[config.mk]
export PLATFORM = sky130hd
export DESIGN_NAME = agn_wave_mtr
export DESIGN_NICKNAME = d
export VERILOG_FILES = /design/src/rtl/agn_wave_mtr.sv
export SDC_FILE = /design/constraint.sdc
export NUM_CORES = 1
export LEC_CHECK = 0
export CAP_MARGIN = 20
export CORE_MARGIN = 4
export CORE_UTILIZATION = 50
export CTS_BUF_LIST = sky130_fd_sc_hd__clkbuf_8
export DETAILED_ROUTE_END_ITERATION = 10
export PLACE_DENSITY_LB_ADDON = 0.2
export SLEW_MARGIN = 25
export SYNTH_ARGS = -nofsm -noshare
export SYNTH_HDL_FRONTEND = slang
export SYNTH_SLANG_ARGS = --single-unit
export TNS_END_PERCENT = 1
[constraint.sdc]
create_clock -name clk -period 5.8 [get_ports clk]
set_clock_uncertainty 0.1 [all_clocks]
set_input_delay 0.58 -clock clk [delete_from_list [all_inputs] [get_ports clk]]
set_output_delay 0.58 -clock clk [all_outputs]
set_load 0.02 [all_outputs]
[src/rtl/agn_wave_mtr.sv]
// Multi-mode periodic waveform generator: one sample per ce tick, scaled by an amplitude code
// and saturated to the DAC width. Mode and gain are latched only at the start of a period.
module agn_wave_mtr #(
  parameter int unsigned NP     = 100,
  parameter int unsigned FS_MAX = 4000,
  parameter int unsigned OW     = 12,
  parameter int unsigned MW     = 8,
  parameter int unsigned MSH    = 7
) (
  input  logic          clk,
  input  logic          rst_n,
  input  logic          ce,
  input  logic [1:0]    mode,
  input  logic [MW-1:0] M,
  output logic [OW-1:0] MTR,
  output logic          vld,
  output logic          sync,
  output logic          UP
);

  localparam int unsigned H     = NP / 2;
  localparam int unsigned SCALE = FS_MAX / H;
  localparam int unsigned PW    = $clog2(NP);
  localparam int unsigned BW    = $clog2(FS_MAX + 1);
  localparam int unsigned XW    = (BW + MW > OW) ? BW + MW : OW;

  localparam logic [PW-1:0] PhLast = PW'(NP - 1);
  localparam logic [PW-1:0] PhHalf = PW'(H);
  localparam logic [BW-1:0] ScaleB = BW'(SCALE);
  localparam logic [XW-1:0] Sat    = XW'((64'd1 << OW) - 64'd1);

  localparam logic [1:0] ModeTri    = 2'd0;
  localparam logic [1:0] ModeSawUp  = 2'd1;
  localparam logic [1:0] ModeSquare = 2'd2;

  logic [PW-1:0] ph_q, ph_d;
  logic [1:0]    mode_q;
  logic [MW-1:0] m_q;
  logic [BW-1:0] b_q, b_d;
  logic [MW-1:0] g_q;
  logic          s1_sync_q, s1_up_q, v1_q;
  logic [OW-1:0] mtr_q, mtr_d;
  logic          sync_q, up_q, vld_q;

  logic          first;
  logic [1:0]    mode_e;
  logic [MW-1:0] g_e;
  logic [PW-1:0] lvl;
  logic          up_e;
  logic [XW-1:0] prod, shifted;

  always_comb begin
    first  = (ph_q == '0);
    // Period start uses the live inputs so the first sample after reset is not stale.
    mode_e = first ? mode : mode_q;
    g_e    = first ? M : m_q;
    lvl    = '0;
    up_e   = 1'b1;
    case (mode_e)
      ModeTri: begin
        lvl  = (ph_q <= PhHalf) ? ph_q : (PhLast - ph_q) + PW'(1);
        up_e = (ph_q < PhHalf);
      end
      ModeSawUp: begin
        lvl  = ph_q >> 1;
        up_e = 1'b1;
      end
      ModeSquare: begin
        lvl  = (ph_q < PhHalf) ? PhHalf : '0;
        up_e = (ph_q < PhHalf);
      end
      default: begin
        lvl  = (PhLast - ph_q) >> 1;
        up_e = 1'b0;
      end
    endcase
    ph_d    = (ph_q == PhLast) ? '0 : ph_q + PW'(1);
    b_d     = BW'(lvl) * ScaleB;
    prod    = XW'(b_q) * XW'(g_q);
    shifted = prod >> MSH;
    mtr_d   = (shifted > Sat) ? OW'(Sat) : OW'(shifted);
  end

  always_ff @(posedge clk or negedge rst_n) begin
    if (!rst_n) begin
      ph_q      <= '0;
      mode_q    <= '0;
      m_q       <= '0;
      b_q       <= '0;
      g_q       <= '0;
      s1_sync_q <= 1'b0;
      s1_up_q   <= 1'b0;
      v1_q      <= 1'b0;
      mtr_q     <= '0;
      sync_q    <= 1'b0;
      up_q      <= 1'b1;
      vld_q     <= 1'b0;
    end else begin
      v1_q  <= ce;
      vld_q <= v1_q;
      if (ce) begin
        ph_q <= ph_d;
        if (first) begin
          mode_q <= mode;
          m_q    <= M;
        end
        b_q       <= b_d;
        g_q       <= g_e;
        s1_sync_q <= first;
        s1_up_q   <= up_e;
      end
      if (v1_q) begin
        mtr_q  <= mtr_d;
        sync_q <= s1_sync_q;
        up_q   <= s1_up_q;
      end
    end
  end

  assign MTR  = mtr_q;
  assign vld  = vld_q;
  assign sync = sync_q;
  assign UP   = up_q;

endmodule
==> impl_metrics.json <==
{
  "syn-cell-area_mm2": 0.00450,
  "critPathLaunch": "g_q[6]",
  "met2_usage_pct": 33.9,
  "synth_fa_ha_area_share_pct": 29.8,
  "drtIter0Drc": 84,
  "place_congestion": 0.904,
  "postCtsHoldBufs": 0,
  "tightest_slew_ns": 0.976,
  "drive_gt1_share_pct": 7.76,
  "clock_path_buffers": 2,
  "numCtsBuffers": 5,
  "grt_pass1_vias": 3370,
  "htreeDepth": 2,
  "yosys.area.top_type_share_pct": 23.4,
  "use_met1_pct": 25.0,
  "design_area_mm2": 0.00495,
  "clk_latency_ns": 0.29,
  "io_buffers": 27,
  "die_w_um": 103,
  "yosysSeqAreaShare_pct": 24.0,
  "grtUsageTotal_pct": 18.9,
  "synth-compound-area-share_pct": 13.3,
  "r2r-start": "g_q[6]",
  "tritoncts": "built",
  "postCtsSetupBuffers": 0,
  "layout_common_cells": "inv_1 (53), and2_1 (49), ha_1 (48)",
  "synthMuxAreaShare_pct": 6.57,
  "drv_slew": 0,
  "final.period_utilization_pct": 84.2,
  "drcViolationCount": 0,
  "vias_per_cell": 5.60,
  "core-area_mm2": 0.00872,
  "wl_per_cell_um": 15.7,
  "clock_sinks": 43,
  "status": "completed",
  "pin_count": 28,
  "clk_pin_slew_ns": 0.09,
  "postRouteAntennaNets": 0,
  "critPathKind": "flip-flop to flip-flop",
  "fmax_mhz": 205,
  "setup_viol": 0,
  "yosys_warnings": 0,
  "grt_pass1_wl_mm": 16.0,
  "synthXorXnorAreaFrac_pct": 4.87,
  "regToRegSetupSlack_ns": 0.92,
  "vias": 3277,
  "cts-resized-gates": 0,
  "synth_largest_area_cell": "dfrtp_1",
  "cp.required_ns": 5.89,
  "slew_headroom_pct": 34.7,
  "antennaDiodeCount": 0,
  "ys_seq_elements": 43,
  "area_growth_pct": 10.2,
  "crit_arrival_ns": 4.98,
  "rows": 34,
  "preCtsSetupSlack_ns": 0.970,
  "final.min_clock_period_ns": 4.88,
  "top_usage_layer": "met2",
  "use_met3_pct": 2.03,
  "crit_path_max_fanout": 12,
  "cts-root-buf": "clkbuf_8",
  "maxCapViolations": 0,
  "synthTopCellsByArea": "dfrtp_1 (23%), fa_1 (16%), ha_1 (13%)",
  "min_path_type": "input pin to asynchronous set/reset pin",
  "fin_ws_ns": 0.915,
  "postSynthAreaPerCell_um2": 9.97,
  "fp.dieH_um": 103,
  "yosys.area_share.simple_pct": 15.4,
  "start_util_pct": 51.5,
  "wl_mm": 9.20,
  "dp_hpwl_mm": 7.34,
  "synth_cell_types": 55,
  "drt-pass1-iter-count": 4,
  "rsz0062_at_grt": "false",
  "grt_overflow": 0,
  "antenna_found_initial": 0,
  "layout_commonest_cell": "inv_1",
  "tns_ns": 0,
  "synth_async_sr_flop_share_pct": 100,
  "r2r_end": "MTR[3]",
  "whs_ns": 0.164,
  "synth_nets": 549,
  "startpoint_type": "flip-flop",
  "synthesis.instances": 451,
  "worstSetupEndpointType": "flip-flop",
  "final_hold_viol_count": 0,
  "fin_nets": 574,
  "ys.flop_type": "dfrtp_1",
  "placed_area_mm2": 0.00483,
  "synth_top_family_by_area": "adder cells",
  "synth_edf_count": 0,
  "dieArea_mm2": 0.0106,
  "grt_max_degree": 44,
  "r2r_cells": 16
}
## synthesized netlist by cell type, types with 3 or more instances
cell / n
a21oi_1: 21
and2_1: 49
fa_1: 37
o21ai_0: 9
inv_1: 53
o211a_1: 3
a31oi_1: 3
o21a_1: 4
ha_1: 48
o211ai_1: 4
nor2b_1: 3
or3_1: 4
nand2_1: 22
nor2_1: 21
mux2_2: 18
xor2_1: 4
nor3_1: 4
a21o_1: 6
xnor2_1: 21
mux2i_1: 7
o22a_1: 13
nand3_1: 7
dfrtp_1: 42
clkbuf_1: 4
a211oi_1: 6
## cells by family (layout without fill, tap and decap cells)
logic type,after synthesis,count (layout)
simple gates,123,123
mux,26,26
compound gates,86,86
flops,43,43
xor+xnor,25,25
fa+ha+maj,85,85
buf+inv,63,89
## routing by layer
layer | vias up | part of all wire, %
met4 | 0 | 1.4
met3 | 9 | 2.1
met1 | 1645 | 45
li1 | 1588 | -
met5 | - | 0
met2 | 35 | 52
## per-stage QoR
stage / cells / utilization (%)
2_1_floorplan: 451 / -
3_3_place_gp: 577 / 55.4
3_5_place_dp: 577 / 55.4
4_1_cts: 585 / 56.8
5_1_grt: 585 / 56.8
6_report: 585 / 56.8
## state kept, by name, indices dropped and copies added, names as in the netlist
register   count
sync           1
v1_q           1
ph_q           7
UP             1
s1_up_q        1
b_q            8
vld            1
mode_q         2
MTR           12
s1_sync_q      1
g_q            8
## layout make-up
| class | instances | area, um2 |
|---|---|---|
| fillers | 777 | 3770 |
| inverters | 53 | 199 |
| well taps | 108 | 135 |
| clock buffers | 6 | 82.6 |
| repair buffers | 28 | 275 |
| multi-input cells | 345 | 3150 |
| clock inverters | 2 | 38.8 |
| flip-flops and latches | 43 | 1080 |
## worst max-delay path by stage
| stage | cells past startpoint | endpoint |
|---|---|---|
| 2_1_floorplan | 16 | MTR[1] |
| 3_3_place_gp | 16 | MTR[3] |
| 3_5_place_dp | 16 | MTR[3] |
| 4_1_cts | 16 | MTR[3] |
| 5_1_grt | 17 | b_q[11] |
| 6_report | 16 | MTR[3] |
## critical path, stage by stage (launching register included)
cell and delay (ns):
dfrtp_1 0.51, nand2_1 0.12, fa_1 0.50, fa_1 0.55, inv_1 0.05, fa_1 0.52
inv_1 0.05, fa_1 0.52, inv_1 0.04, ha_1 0.33, o21ai_0 0.15, o211a_1 0.26
or3_1 0.38, a211oi_1 0.21, o21ai_1 0.09, buf_4 0.21, o22a_1 0.18
Power is left out: the tool's default activity adds up to more than one toggle a clock period on the data nets, which glitch-free logic cannot reach.
